### config.mk
export PLATFORM = sky130hd
export DESIGN_NAME = menu_button_link_ctrl
export DESIGN_NICKNAME = d
export VERILOG_FILES = /design/src/rtl/menu_button_link_ctrl.sv
export SDC_FILE = /design/constraint.sdc
export NUM_CORES = 1
export LEC_CHECK = 0
export BUFFER_PORTS_ARGS = -buffer_cell sky130_fd_sc_hd__buf_2
export CORE_MARGIN = 2
export CORE_UTILIZATION = 60
export CTS_CLUSTER_SIZE = 20
export DETAILED_ROUTE_END_ITERATION = 8
export PLACE_DENSITY_LB_ADDON = 0.2
export SLEW_MARGIN = 40
export SYNTH_ARGS = -nofsm -noshare
export SYNTH_HDL_FRONTEND = slang
export SYNTH_SLANG_ARGS = --single-unit
export TNS_END_PERCENT = 50
### constraint.sdc
create_clock -name clk -period 5.2 [get_ports clk]
set_input_delay 0.26 -clock clk [delete_from_list [all_inputs] [get_ports clk]]
set_output_delay 0.26 -clock clk [all_outputs]
set_load 0.01 [all_outputs]
### src/rtl/menu_button_link_ctrl.sv
// Menu front end: hover hit-testing for the Start/Connect buttons, press/release
// click pulses, and the two-board connect handshake driving send/receive_connect.
module menu_button_link_ctrl #(
  parameter int START_X0       = 240,
  parameter int START_X1       = 399,
  parameter int START_Y0       = 230,
  parameter int START_Y1       = 289,
  parameter int CONN_X0        = 240,
  parameter int CONN_X1        = 399,
  parameter int CONN_Y0        = 330,
  parameter int CONN_Y1        = 389,
  parameter int STABLE_CYCLES  = 16,
  parameter int TIMEOUT_CYCLES = 100000000
) (
  input  logic       clk,
  input  logic       rst,
  input  logic [9:0] mouse_x,
  input  logic [9:0] mouse_y,
  input  logic       MOUSE_LEFT,
  input  logic       link_in,
  output logic       link_out,
  output logic       mouse_on_start_button,
  output logic       mouse_on_connect_button,
  output logic       start_click,
  output logic       send_connect,
  output logic       receive_connect,
  output logic       link_up
);

  localparam int SW = (STABLE_CYCLES > 1) ? $clog2(STABLE_CYCLES + 1) : 1;
  localparam int TW = (TIMEOUT_CYCLES > 1) ? $clog2(TIMEOUT_CYCLES) : 1;

  typedef enum logic [1:0] {IDLE, SENDING, CONNECTED} state_t;

  state_t        state, next_state;
  logic          in_start, in_conn;
  logic          left_q, prs_edge, rel_edge;
  logic          arm_start, arm_conn, conn_click;
  logic          sync1, sync2;
  logic [SW-1:0] stab_cnt;
  logic [TW-1:0] tmo_cnt;
  logic          tmo_hit;

  assign in_start = (mouse_x >= 10'(START_X0)) && (mouse_x <= 10'(START_X1)) &&
                    (mouse_y >= 10'(START_Y0)) && (mouse_y <= 10'(START_Y1));
  assign in_conn  = (mouse_x >= 10'(CONN_X0))  && (mouse_x <= 10'(CONN_X1))  &&
                    (mouse_y >= 10'(CONN_Y0))  && (mouse_y <= 10'(CONN_Y1));

  always_ff @(posedge clk or posedge rst)
    if (rst) begin
      mouse_on_start_button   <= 1'b0;
      mouse_on_connect_button <= 1'b0;
    end else begin
      mouse_on_start_button   <= in_start;
      mouse_on_connect_button <= in_conn;
    end

  assign prs_edge = MOUSE_LEFT & ~left_q;
  assign rel_edge = ~MOUSE_LEFT & left_q;

  // left_q resets high so a button still held across reset is not seen as a press.
  always_ff @(posedge clk or posedge rst)
    if (rst) begin
      left_q      <= 1'b1;
      arm_start   <= 1'b0;
      arm_conn    <= 1'b0;
      start_click <= 1'b0;
      conn_click  <= 1'b0;
    end else begin
      left_q      <= MOUSE_LEFT;
      start_click <= 1'b0;
      conn_click  <= 1'b0;
      if (prs_edge) begin
        arm_start <= mouse_on_start_button;
        arm_conn  <= mouse_on_connect_button;
      end else if (rel_edge) begin
        start_click <= arm_start & mouse_on_start_button;
        conn_click  <= arm_conn & mouse_on_connect_button;
        arm_start   <= 1'b0;
        arm_conn    <= 1'b0;
      end
    end

  // Remote request: 2-FF synchronizer, then follow only after STABLE_CYCLES differing cycles.
  always_ff @(posedge clk or posedge rst)
    if (rst) begin
      sync1           <= 1'b0;
      sync2           <= 1'b0;
      stab_cnt        <= '0;
      receive_connect <= 1'b0;
    end else begin
      sync1 <= link_in;
      sync2 <= sync1;
      if (sync2 == receive_connect)
        stab_cnt <= '0;
      else if (stab_cnt == SW'(STABLE_CYCLES - 1)) begin
        receive_connect <= sync2;
        stab_cnt        <= '0;
      end else
        stab_cnt <= stab_cnt + 1'b1;
    end

  assign tmo_hit = (tmo_cnt == TW'(TIMEOUT_CYCLES - 1));

  // A cancel click beats a simultaneous remote acceptance.
  always_comb begin
    next_state = state;
    case (state)
      IDLE:      if (conn_click) next_state = SENDING;
      SENDING:   if (conn_click)           next_state = IDLE;
                 else if (receive_connect) next_state = CONNECTED;
                 else if (tmo_hit)         next_state = IDLE;
      CONNECTED: if (conn_click)            next_state = IDLE;
                 else if (!receive_connect) next_state = SENDING;
      default:   next_state = IDLE;
    endcase
  end

  always_ff @(posedge clk or posedge rst)
    if (rst) begin
      state        <= IDLE;
      tmo_cnt      <= '0;
      send_connect <= 1'b0;
      link_out     <= 1'b0;
      link_up      <= 1'b0;
    end else begin
      state        <= next_state;
      tmo_cnt      <= (state == SENDING && next_state == SENDING) ? tmo_cnt + 1'b1 : '0;
      send_connect <= (next_state != IDLE);
      link_out     <= (next_state != IDLE);
      link_up      <= (next_state == CONNECTED);
    end

endmodule

==> load_flow_metrics.sql <==
INSERT INTO impl_metrics (metric_group, metric, value, unit) VALUES
('layout', 'finalNetCount', '286', ''),
('yosys', 'synth-compound-area-share', '0.111', ''),
('worst_setup_path', 'rr_worst_depth', '7', ''),
('power', 'combinationalPowerShare', '0.045', ''),
('hold_path', 'min_delay_path_depth', '1', ''),
('worst_setup_path', 'worst_path_largest_cell_delay', '0.66', 'ns'),
('place', 'preCtsSetupSlack', '2.90', 'ns'),
('hold_path', 'hold_path_startpoint', 'link_in', ''),
('place', 'hpwlAfterDp', '3030', 'um'),
('clocking', 'cts_tree', 'done', ''),
('layout', 'finalNonFillerCells', '307', ''),
('route', 'first_pass_iters', '4', ''),
('layout', 'total_area_of_multi_input_combinational_cells', '0.00109', 'mm^2'),
('yosys', 'ranking_of_synthesized_cells_by_instance_count', 'dfrtp_1 (45), nor2_1 (23), nand2_1 (16)', ''),
('route', 'post-route-drc-count', '0', ''),
('power', 'power_switching_share', '0.221', ''),
('clocking', 'ctsRootBufferMaster', 'clkbuf_8', ''),
('power', 'p_leak', '1.08', 'nW'),
('floorplanning', 'core', '0.00369', 'mm^2'),
('clocking', 'post_cts_buffers', '0', ''),
('worst_setup_path', 'slowest_stage', 'or4_1', ''),
('floorplanning', 'num_io_pins', '31', ''),
('power', 'netSwitchingPower', '0.132', 'mW'),
('floorplanning', 'floorplan.die_area', '0.00438', 'mm^2'),
('global_routing', 'globalRouteOverflowTotal', '0', ''),
('layout', 'seqCellArea', '0.00115', 'mm^2'),
('layout', 'fillCellCount', '303', ''),
('yosys', 'ys.warnings.count', '0', ''),
('yosys', 'synth_xor_area_frac', '0.0680', ''),
('hold_path', 'hold_path_class', 'in -> reg', ''),
('clocking', 'cts_buffers', '5', ''),
('sta', 'final-max-slew-violation-count', '0', ''),
('worst_setup_path', 'setup.worst_path.end_class', 'register', ''),
('sta', 'timing.final.setup_violations', '0', ''),
('sta', 'final_setup_skew', '0.00828', 'ns'),
('sta', 'period_share', '0.446', ''),
('global_routing', 'first_global_vias', '1687', ''),
('yosys', 'seq_area_frac_synth', '0.497', ''),
('yosys', 'largest_family_of_logic_cells_by_synthesized_area', 'simple AND/OR/NAND/NOR gates', ''),
('sta', 'setup_slack', '2.88', 'ns'),
('worst_setup_path', 'register_to_register_setup_slack', '2.88', 'ns'),
('yosys', 'synthTopCellsByArea', 'dfrtp_1 (49%), xnor2_1 (4.9%), nor2_1 (3.7%), nand3_1 (3.0%), nand2_1 (2.6%)', ''),
('yosys', 'multiplexer_share_of_the_synthesized_area', '0.0135', ''),
('yosys', 'synth_edf_count', '0', ''),
('route', 'drt_iter0_markers', '176', ''),
('route', 'drt-wirelength-per-cell', '13.6', 'um'),
('floorplanning', 'die_y', '66.2', 'um'),
('worst_setup_path', 'criticalPathCategory', 'reg -> reg', ''),
('global_routing', 'grt_pass1_wl', '7080', 'um'),
('clocking', 'htree_num_levels', '2', ''),
('route', 'wl', '4160', 'um'),
('outcome', 'run_status', 'complete, no violations', ''),
('worst_setup_path', 'worstReg2RegStart', 'tmo_cnt[0]', ''),
('power', 'power_density_over_the_cells', '232', 'mW/mm^2'),
('clocking', 'insertion_delay', '0.30', 'ns'),
('floorplanning', 'initial_utilization', '0.629', ''),
('yosys', 'post_synth_top_flop', 'dfrtp_1', ''),
('clocking', 'max-clock-path-buffers', '2', ''),
('worst_setup_path', 'worstPathRequired', '5.37', 'ns'),
('place', 'placement.cell_area', '0.00250', 'mm^2'),
('sta', 'rsz0062_at_grt', 'no', ''),
('yosys', 'yosys.area_share.simple', '0.258', ''),
('route', 'route.antenna.remaining_nets', '0', ''),
('route', 'routed-via-count', '1797', ''),
('sta', 'maxClockFrequency', '0.431', 'GHz'),
('yosys', 'yosys.cell_count.top_type', 'dfrtp_1', ''),
('worst_setup_path', 'cp_cell_sequence', 'ha_1 -> nand2_1 -> or4_1 -> o31ai_4 -> buf_6 -> buf_6 -> a21oi_1', ''),
('clocking', 'clock_sink_count', '46', ''),
('yosys', 'syn-cell-area', '0.00232', 'mm^2'),
('sta', 'fin_crit', '2.32', 'ns'),
('yosys', 'synthDistinctLibCells', '46', '');
final cells by class:
| class | count | share of cell area |
|---|---|---|
| Sequential cell | 46 | 0.447 |
| Clock buffer | 6 | 0.0281 |
| Clock inverter | 2 | 0.00388 |
| Inverter | 9 | 0.0131 |
| Multi-Input combinational cell | 168 | 0.425 |
| Timing Repair Buffer | 28 | 0.0602 |
| Tap cell | 48 | 0.0233 |
how the worst max path moves through the flow:
stage / start / end / cells past startpoint
final: tmo_cnt[0] / tmo_cnt[17] / 7
after CTS: tmo_cnt[0] / tmo_cnt[17] / 7
after detailed placement: tmo_cnt[0] / tmo_cnt[18] / 7
after floorplan: tmo_cnt[0] / tmo_cnt[10] / 7
after global routing: tmo_cnt[0] / tmo_cnt[17] / 7
after global placement: tmo_cnt[0] / tmo_cnt[25] / 5
kinds of logic (layout without fill, tap and decap cells):
logic type,Yosys count,count (layout)
AOI/OAI and AO/OA,37,37
buffers and inverters,15,45
DFF,46,46
xor gates and xnor gates,18,18
muxes,3,3
adders and majority gates,4,4
and+or+nand+nor,106,106
state kept, by name, summed over array words and instances (netlist names):
register,flops
left_q,1
link_up,1
mouse_on_connect_button,1
state,2
mouse_on_start_button,1
start_click,1
stab_cnt,5
sync2,1
arm_conn,1
send_connect,1
arm_start,1
tmo_cnt,27
conn_click,1
sync1,1
receive_connect,1
power groups by stage:
stage                     registers (mW)  logic [mW]  clock network (mW)
after floorplan                    0.370      0.0142                   0
after global routing               0.363      0.0320               0.226
final                              0.363      0.0268               0.207
after CTS                          0.363      0.0276               0.213
after global placement             0.370      0.0267                   0
after detailed placement           0.370      0.0276                   0
metal layers:
layer  track usage  wire [um]
met4        0.0612          2
met2         0.366       2020
met5             0          0
met3        0.0511        189
met1         0.267       1950
cells in the final DEF (no fill, tap or decap), drive strengths merged, types with 6 or more instances in the layout:
cell	netlist	layout
a21oi	12	12
clkbuf	2	6
nand4	7	7
nor2	23	23
and3	6	6
o21ai	8	8
dfrtp	45	45
nand3	14	14
xnor2	13	13
buf	4	28
or4	10	10
nor3	6	6
inv	9	8
nor4	6	6
o31ai	8	8
nand2	16	16
worst max-delay path, delay by kind of cell (launching register included):
family	cells	cell delay [ns]
compound gates	2	0.45
simple gates	2	0.74
buf+inv	2	0.37
flops	1	0.39
fa+ha+maj	1	0.24
metrics by stage:
stage	utilization	total power [mW]	hold slack (ns)
5_1_grt	0.699	0.622	0.0593
2_1_floorplan	-	0.384	0.264
4_1_cts	0.699	0.604	0.0633
6_report	0.699	0.597	0.0726
3_3_place_gp	0.671	0.397	0.336
3_5_place_dp	0.677	0.398	0.342
No activity file was read; power rests on OpenSTA's default activity.
